File: config.mk
export PLATFORM = sky130hd
export DESIGN_NAME = vga_fb_arbiter
export DESIGN_NICKNAME = d
export VERILOG_FILES = /design/src/rtl/vga_pkg.sv /design/src/rtl/vga_line_fetch_ctr.sv /design/src/rtl/vga_fb_arbiter.sv
export SDC_FILE = /design/constraint.sdc
export NUM_CORES = 1
export LEC_CHECK = 0
export CAP_MARGIN = 20
export CELL_PAD_IN_SITES_DETAIL_PLACEMENT = 1
export CELL_PAD_IN_SITES_GLOBAL_PLACEMENT = 1
export CORE_MARGIN = 4
export CORE_UTILIZATION = 42
export CTS_CLUSTER_DIAMETER = 50
export CTS_CLUSTER_SIZE = 30
export DETAILED_ROUTE_END_ITERATION = 8
export PLACE_DENSITY = 0.92
export SLEW_MARGIN = 20
export SYNTH_ARGS = -nofsm -noshare
export SYNTH_HDL_FRONTEND = slang
export SYNTH_HIERARCHICAL = 1
export SYNTH_SLANG_ARGS = --single-unit
export TNS_END_PERCENT = 5
File: constraint.sdc
create_clock -name clock -period 4.6 [get_ports clock]
set_clock_uncertainty 0.1 [all_clocks]
set_input_delay 1.15 -clock clock [delete_from_list [all_inputs] [get_ports clock]]
set_output_delay 1.15 -clock clock [all_outputs]
set_load 0.02 [all_outputs]
File: src/rtl/vga_pkg.sv
// Shared types and 640x480 defaults for the framebuffer arbiter.
`default_nettype none
package vga_pkg;

  typedef enum logic [1:0] {
    IDLE    = 2'd0,
    FETCH   = 2'd1,
    CPU     = 2'd2,
    CPU_ACK = 2'd3
  } arb_state_t;

  localparam int VGA_LINE_WORDS = 320;
  localparam int VGA_V_LINES    = 480;

endpackage
`default_nettype wire

File: src/rtl/vga_line_fetch_ctr.sv
// Line-fetch counters: word index, line base address, line count and write bank.
`default_nettype none
module vga_line_fetch_ctr #(
  parameter int ADDR_W     = 19,
  parameter int LB_AW      = 9,
  parameter int LINE_WORDS = 320,
  parameter int V_LINES    = 480,
  parameter int FB_BASE    = 0,
  parameter int CNT_W      = 9
) (
  input  logic              clock,
  input  logic              rst_i,
  input  logic              start,
  input  logic              advance,
  input  logic              frame_reset,
  input  logic              restart_fetch,
  output logic [LB_AW-1:0]  word,
  output logic [ADDR_W-1:0] line_base,
  output logic [CNT_W-1:0]  line_cnt,
  output logic              wr_bank,
  output logic              last_word,
  output logic              line_done,
  output logic [ADDR_W-1:0] fetch_adr
);

  assign last_word = (word == LB_AW'(LINE_WORDS - 1));
  assign line_done = advance & last_word & ~restart_fetch;
  assign fetch_adr = line_base + ADDR_W'(word);

  always_ff @(posedge clock or posedge rst_i) begin
    if (rst_i) begin
      word      <= '0;
      line_base <= ADDR_W'(FB_BASE);
      line_cnt  <= '0;
      wr_bank   <= 1'b0;
    end else begin
      // A frame restart discards the partial line and keeps the current bank
      if (restart_fetch) begin
        word      <= '0;
        line_base <= ADDR_W'(FB_BASE);
        line_cnt  <= '0;
      end else if (advance) begin
        if (last_word) begin
          word      <= '0;
          wr_bank   <= ~wr_bank;
          line_base <= line_base + ADDR_W'(LINE_WORDS);
          if (line_cnt < CNT_W'(V_LINES))
            line_cnt <= line_cnt + CNT_W'(1);
        end else begin
          word <= word + LB_AW'(1);
        end
      end else if (start) begin
        word <= '0;
      end
      if (frame_reset) begin
        line_base <= ADDR_W'(FB_BASE);
        line_cnt  <= '0;
      end
    end
  end

endmodule
`default_nettype wire

File: src/rtl/vga_fb_arbiter.sv
// Framebuffer arbiter: scan-out line fetch (priority) and Wishbone CPU share one memory port.
`default_nettype none
module vga_fb_arbiter
  import vga_pkg::*;
#(
  parameter int ADDR_W     = 19,
  parameter int DATA_W     = 16,
  parameter int LINE_WORDS = VGA_LINE_WORDS,
  parameter int V_LINES    = VGA_V_LINES,
  parameter int FB_BASE    = 0,
  parameter int LB_AW      = 9
) (
  input  logic              clock,
  input  logic              rst_i,
  input  logic              eol,
  input  logic              eos,
  input  logic              v_active,
  input  logic              cpu_cyc_i,
  input  logic              cpu_stb_i,
  input  logic              cpu_we_i,
  input  logic [ADDR_W-1:0] cpu_adr_i,
  input  logic [DATA_W-1:0] cpu_dat_i,
  output logic [DATA_W-1:0] cpu_dat_o,
  output logic              cpu_ack_o,
  output logic              mem_req_o,
  output logic              mem_we_o,
  output logic [ADDR_W-1:0] mem_adr_o,
  output logic [DATA_W-1:0] mem_dat_o,
  input  logic [DATA_W-1:0] mem_dat_i,
  input  logic              mem_ack_i,
  output logic              lb_we_o,
  output logic [LB_AW:0]    lb_adr_o,
  output logic [DATA_W-1:0] lb_dat_o,
  output logic              lb_rd_bank_o,
  output logic              underrun_o
);

  localparam int CNT_W = $clog2(V_LINES + 1);

  arb_state_t state, state_nxt;
  logic              pend, restart_pend;
  logic [ADDR_W-1:0] cpu_adr_q;
  logic [DATA_W-1:0] cpu_wdat_q;
  logic              cpu_we_q;

  logic [LB_AW-1:0]  word;
  logic [ADDR_W-1:0] line_base, fetch_adr;
  logic [CNT_W-1:0]  line_cnt;
  logic              wr_bank, last_word, line_done;

  logic fetch_ack, start, restart, eol_trig, overrun, frame_reset, take, cpu_start;

  assign fetch_ack   = (state == FETCH) & mem_ack_i;
  assign start       = (state == IDLE) & pend;
  assign restart     = fetch_ack & (restart_pend | eos);
  assign eol_trig    = eol & v_active & (line_cnt < CNT_W'(V_LINES)) & ~eos;
  assign overrun     = eol_trig & (pend | (state == FETCH));
  assign frame_reset = eos & (state != FETCH);
  assign take        = start | (line_done & pend);
  assign cpu_start   = (state == IDLE) & ~pend & cpu_cyc_i & cpu_stb_i;

  vga_line_fetch_ctr #(
    .ADDR_W(ADDR_W), .LB_AW(LB_AW), .LINE_WORDS(LINE_WORDS),
    .V_LINES(V_LINES), .FB_BASE(FB_BASE), .CNT_W(CNT_W)
  ) u_ctr (
    .clock(clock), .rst_i(rst_i), .start(start), .advance(fetch_ack),
    .frame_reset(frame_reset), .restart_fetch(restart),
    .word(word), .line_base(line_base), .line_cnt(line_cnt), .wr_bank(wr_bank),
    .last_word(last_word), .line_done(line_done), .fetch_adr(fetch_adr)
  );

  always_ff @(posedge clock or posedge rst_i) begin
    if (rst_i) state <= IDLE;
    else       state <= state_nxt;
  end

  always_comb begin
    state_nxt = state;
    case (state)
      IDLE:    if (pend) state_nxt = FETCH;
               else if (cpu_cyc_i & cpu_stb_i) state_nxt = CPU;
      FETCH:   if (line_done) state_nxt = pend ? FETCH : IDLE;
      CPU:     if (mem_ack_i) state_nxt = CPU_ACK;
      CPU_ACK: state_nxt = IDLE;
      default: state_nxt = IDLE;
    endcase
  end

  always_comb begin
    mem_req_o = 1'b0;
    mem_we_o  = 1'b0;
    mem_adr_o = '0;
    mem_dat_o = '0;
    cpu_ack_o = 1'b0;
    case (state)
      FETCH: begin
        mem_req_o = 1'b1;
        mem_adr_o = fetch_adr;
      end
      CPU: begin
        mem_req_o = 1'b1;
        mem_we_o  = cpu_we_q;
        mem_adr_o = cpu_adr_q;
        mem_dat_o = cpu_wdat_q;
      end
      CPU_ACK: cpu_ack_o = 1'b1;
      default: ;
    endcase
  end

  // eos while fetching is deferred to the in-flight word's ack instead of pending a new line
  always_ff @(posedge clock or posedge rst_i) begin
    if (rst_i) begin
      pend         <= 1'b0;
      restart_pend <= 1'b0;
      underrun_o   <= 1'b0;
    end else begin
      underrun_o <= overrun;
      if (take) pend <= 1'b0;
      if ((frame_reset & ~start) | (eol_trig & ~overrun)) pend <= 1'b1;
      if (eos & (state == FETCH)) pend <= 1'b0;
      if (restart) restart_pend <= 1'b0;
      else if (eos & (state == FETCH)) restart_pend <= 1'b1;
    end
  end

  always_ff @(posedge clock or posedge rst_i) begin
    if (rst_i) begin
      cpu_adr_q  <= '0;
      cpu_wdat_q <= '0;
      cpu_we_q   <= 1'b0;
      cpu_dat_o  <= '0;
    end else begin
      if (cpu_start) begin
        cpu_adr_q  <= cpu_adr_i;
        cpu_wdat_q <= cpu_dat_i;
        cpu_we_q   <= cpu_we_i;
      end
      if ((state == CPU) & mem_ack_i & ~cpu_we_q) cpu_dat_o <= mem_dat_i;
    end
  end

  always_ff @(posedge clock or posedge rst_i) begin
    if (rst_i) begin
      lb_we_o      <= 1'b0;
      lb_adr_o     <= '0;
      lb_dat_o     <= '0;
      lb_rd_bank_o <= 1'b0;
    end else begin
      lb_we_o <= fetch_ack;
      if (fetch_ack) begin
        lb_adr_o <= {wr_bank, word};
        lb_dat_o <= mem_dat_i;
      end
      if (line_done) lb_rd_bank_o <= wr_bank;
    end
  end

endmodule
`default_nettype wire

======== Word level (Yosys, flattened, before mapping) ========
Cells that the tools add are included.
word-level totals
  flip-flop bits (word level) ............. 123
  logic and storage cells ................. 101
cells by class
  add/subtract/negate cells ............... 4
  $lt $le $gt $ge ......................... 1
  eq/ne operators ......................... 8
  mux-type cells .......................... 29
  bitwise logic cells ..................... 31
  reductions and logical operators ........ 12
operators by type and width
  kind                                                    number
  two-way mux 9 bit                                       9
  two-way mux 19 bit                                      4
  case mux 19 bit (2 select lines)                        1
  AND 1 bit                                               20
  adder 19 x 9 -> 19 bit                                  1
  adder 19 x 9 -> 19 bit (second input constant)          1
  adder 9 x 1 -> 9 bit (second input constant)            2
  two-way mux 16 bit                                      1
  nonzero test 3 bit                                      5
  == test 9 bit (second input constant)                   1
  < comparator 9 bit (second input constant)              1
  two-way mux 1 bit                                       9
  AND reduction 3 bit                                     3
  two-way mux 2 bit                                       4
  case mux 2 bit (4 select lines)                         1
  inverter 1 bit                                          7
  == test 2 bit (second input constant)                   2
  inequality test 2 bit (second input constant)           2
  OR 1 bit                                                4
  inequality test 3 x 2 -> 1 bit (second input constant)  1
  == test 2 x 1 -> 1 bit (second input constant)          1
  zero test 2 bit                                         1
  inequality test 2 x 1 -> 1 bit (second input constant)  1
  AND reduction 2 bit                                     1
  other kinds (2)                                         2

======== Logic depth before layout (Yosys ltp) ========
  depth in word-level cells ............... 10
  mapped depth ............................ 12
  depth with buffers taken out ............ 9

======== Cells and area by module ========
Netlist, hierarchy kept.
modules (own cells, without submodules)
  module              times used  cells an instance  area an instance (um^2)  sequential area each (um^2)
  vga_fb_arbiter      1           271                3847.4                   2127.0
  vga_line_fetch_ctr  1           235                2044.5                   800.8

======== Worst setup path before layout ========
No wires, ideal clock.
  path kind ............................... in2reg
  from .................................... input port mem_ack_i
  to ...................................... register state[0]
  library setup time ...................... 65 ps
  data arrival time ....................... 3065 ps
  required time ........................... 4435 ps
  setup slack ............................. 1370 ps
  cell stages on the path ................. 9
  cell sequence ........................... nand2_2 buf_2 inv_1 nand4_1 clkbuf_1 nor4_1 nor2b_1 a2111oi_0 o22a_1
between the ends
  word-level cells in the longest chain between the ends .. 6
  elaborated cells between the ends (all ways) .. 8
RTL lines
  item                               RTL line                  RTL
  start, declared                    vga_fb_arbiter.sv:30      input logic mem_ack_i,
  AND 1 bit *                        vga_fb_arbiter.sv:53      assign fetch_ack = (state == FETCH) & mem_ack_i;
  named net fetch_ack                vga_fb_arbiter.sv:51      logic fetch_ack, start, restart, eol_trig, overrun, frame_reset, take, cpu_start;
  AND 1 bit                          vga_fb_arbiter.sv:55      assign restart = fetch_ack & (restart_pend | eos);
  inverter 1 bit (no line)           n/a
  AND 1 bit *                        vga_line_fetch_ctr.sv:27  assign line_done = advance & last_word & ~restart_fetch;
  named net line_done                vga_fb_arbiter.sv:49      logic wr_bank, last_word, line_done;
  inequality test 2 bit (no line) *  n/a
  AND reduction 3 bit (no line) *    n/a
  end signal, assigned               vga_fb_arbiter.sv:74      else state <= state_nxt;
  end, declared                      vga_fb_arbiter.sv:40      arb_state_t state, state_nxt;
Mark *: on every way through the listed nets, which the timed path passes. The rest lies on a longest branch.
A chain may end at the register's enable or synchronous reset.

======== Worst setup path in the final report ========
  from .................................... register state[0]
  to ...................................... output port mem_adr_o[5]
between the ends
  word-level cells in the longest chain between the ends .. 2
  elaborated cells between the ends (all ways) .. 3
RTL lines
  item                                                            RTL line              RTL
  == test 2 bit / == test 2 x 1 -> 1 bit (equally long branches)  vga_fb_arbiter.sv:95  case (state)
  case mux 19 bit (2 select lines) *                              vga_fb_arbiter.sv:95
  end, declared                                                   vga_fb_arbiter.sv:27  output logic [ADDR_W-1:0] mem_adr_o,
Mark *: on every way between the ends. The rest lies on a longest branch, timed or not.

==> summary.md <==
| Metric | Value |
|---|---|
| Status | `finished clean` |
| Crit Path Max Fanout | `27` |
| Syn nets | `roughly 570` |
| Min cycle time layout | `4455 ps` |
| NumNets Final | `704` |
| Iteration-0 DRC Markers | `355` |
| Global-route wire length before repair | `roughly 35,000 microns` |
| Pleak | `3.444 nW` |
| Post-Syn Area | `between 5000 and 6000 sq um` |
| CTS root buffer | `clkbuf_16` |
| Hold Vio Cnt, Final | `0` |
| Post-Route Setup TNS | `0 ps` |
| I/O Buffers | `between 100 and 150` |
| CP peak stage delay | `850 ps` |
| Largest net degree at the start of global routing | `43` |
| Cts repair resizes | `0` |
| RSZ-0062 raised after global routing | `false` |
| Cell Chain, Critical Path | `inv_1 -> ha_1 -> a22oi_1 -> nor2b_1 -> clkdlybuf4s50_1` |
| Die outline height | `roughly 130 microns` |
| Synth warn | `6` |
| Headroom to the max-slew limit | `0.3324` |
| Total power | `between 4 and 5 mW` |
| Peak Freq | `roughly 0.22 GHz` |
| CTS Hold Buffers Added | `0` |
| Antenna Nets Post-Route | `0` |
| Wire per inst | `27.16 microns` |
| Data arrival, critical path | `3210 ps` |
| Placement Rows | `42` |
| Peak supply drop | `around 340 uV` |
| Finished Layout Cells | `820` |
| Critical path origin | `state[0]` |
| Worst hold stages | `1` |
| Util after Layout | `0.5880` |
| Share of cells above drive strength 1 | `0.1910` |
| CP Data Required Time | `roughly 3400 ps` |
| Hold crit path type | `reg2reg` |
| Clock sink total | `117` |
| Reg clk slew, reported paths | `about 50 ps` |
| Placed Area | `7358 sq um` |
| GPL Wtd Cong | `approximately 0.84` |
| P&R area growth vs syn | `35.19%` |
| CP startpoint kind | `flip-flop` |
| Vias in the first global route | `around 5,300` |
| Final Max Tran Viols | `0` |
| Fin crit share | `0.9686` |
| DR vias/cell | `roughly 6` |
| Hold path startpoint | `cpu_dat_o[4]` |
| Inst Count DP | `790` |
| Power Density | `between 600 and 700 nW/um^2` |
| Max-capacitance violation count | `0` |
| Via count | `roughly 5,000` |
| Initial antenna violation count | `0` |
| Post-DP HPWL | `roughly 14,000 microns` |
| Clock latency on the worst-skew pair | `approximately 420 ps` |
| Most frequent cells in the layout | `clkdlybuf4s50_1, dfrtp_1, mux2_2, mux2_4, nor2b_1` |
| Crit path max-delay family | `buffers and inverters` |
| Worst path depth | `5` |
| Worst Tran Pin Value | `1001 ps` |
| CTS tree | `done` |
| CTS Buf Count | `17` |
| Worst flop-to-flop path startpoint | `state[1]` |
| Gr ovfl total | `0` |
| Initial Util | `0.4349` |
| Syn Inst Count | `slightly below 500` |
| CTS Buffer Depth | `2` |
| H-tree Lvls | `4` |
| WP buf/inv | `2` |
| Worst Setup End Kind | `primary output` |
| Die width | `between 100 and 150 microns` |
| Crit path max-delay cell type | `ha_1` |
| Die ar. | `around 16,000 sq um` |
| # Post-CTS Setup Buffers | `0` |
| Antenna Cells | `0` |
| Finish-stage setup viols | `0` |
| Reg2reg path depth | `11` |
| Total GRT Usage | `0.2867` |
| Critical path type | `reg2out` |
| Syn Area/Cell | `11.73 sq um` |
| DRC | `0` |
| I/O pins | `approximately 140` |
| Drt first pass iters | `8` |
| Area of the core | `13,400 sq um` |
| Final instance area | `around 7900 sq um` |
| Commonest non-fill, non-tap cell in the layout | `clkdlybuf4s50_1` |
| Final Routed Wirelength | `~22,000 microns` |
[layout make-up]
cell class,count,area [sq um]
clock inverter,5,25.02
fill,1340,5522
timing repair buffer,150,1481
sequential,117,2928
clock buffer,25,495.5
multi-input combinational,338,2694
tap,176,220.2
inverter,9,35.03
[final timing paths]
check                                end  slack (ps)
max                         mem_adr_o[5]         140
min                         cpu_dat_o[4]         410
max reg2reg                     state[0]         300
min reg2reg                 cpu_dat_o[4]         410
max in group asynchronous  cpu_wdat_q[8]        2440
min in group asynchronous  u_ctr/word[2]        1130
[worst register-to-register path, delay by kind of cell (launching register included)]
family | cells | cell delay, ps
buffers and inverters | 4 | 930
DFF | 1 | 430
and+or+nand+nor | 4 | 1110
adders and majority gates | 1 | 790
AOI/OAI and AO/OA | 2 | 870
[state kept, by name, summed over array words and instances (netlist names)]
signal,count
cpu_adr_q,19
cpu_dat_o,16
cpu_wdat_q,16
cpu_we_q,1
lb_adr_o,10
lb_dat_o,16
lb_rd_bank_o,1
lb_we_o,1
pend,1
restart_pend,1
state,2
u_ctr/line_base,13
u_ctr/line_cnt,9
u_ctr/word,9
u_ctr/wr_bank,1
underrun_o,1
[where the power goes]
part | switching [mW] | total (mW) | internal, mW
Clock | 0.475 | 1.21 | 0.734
Combinational | 1.03 | 2.02 | 0.989
Sequential | 0.290 | 1.66 | 1.37
Total | 1.80 | 4.89 | 3.09
[stage by stage]
| step | setup WS, ps | hold slack, ps |
|---|---|---|
| after detailed placement | 418.2 | 389.0 |
| after global placement | 830.6 | 376.1 |
| after floorplan | 1157 | 353.7 |
| after CTS | 181.4 | 412.7 |
| final | 144.5 | 411.5 |
| after global routing | 69.41 | 433.0 |
[metal layers]
layer	GRT usage	up-vias	wire length [microns]
met5	0	-	0
met4	0.1375	0	1011
met3	0.06478	70	1204
met2	0.5028	254	11510
met1	0.3319	2510	8543
li1	-	2051	-
Power figures use the tool's default switching activity.
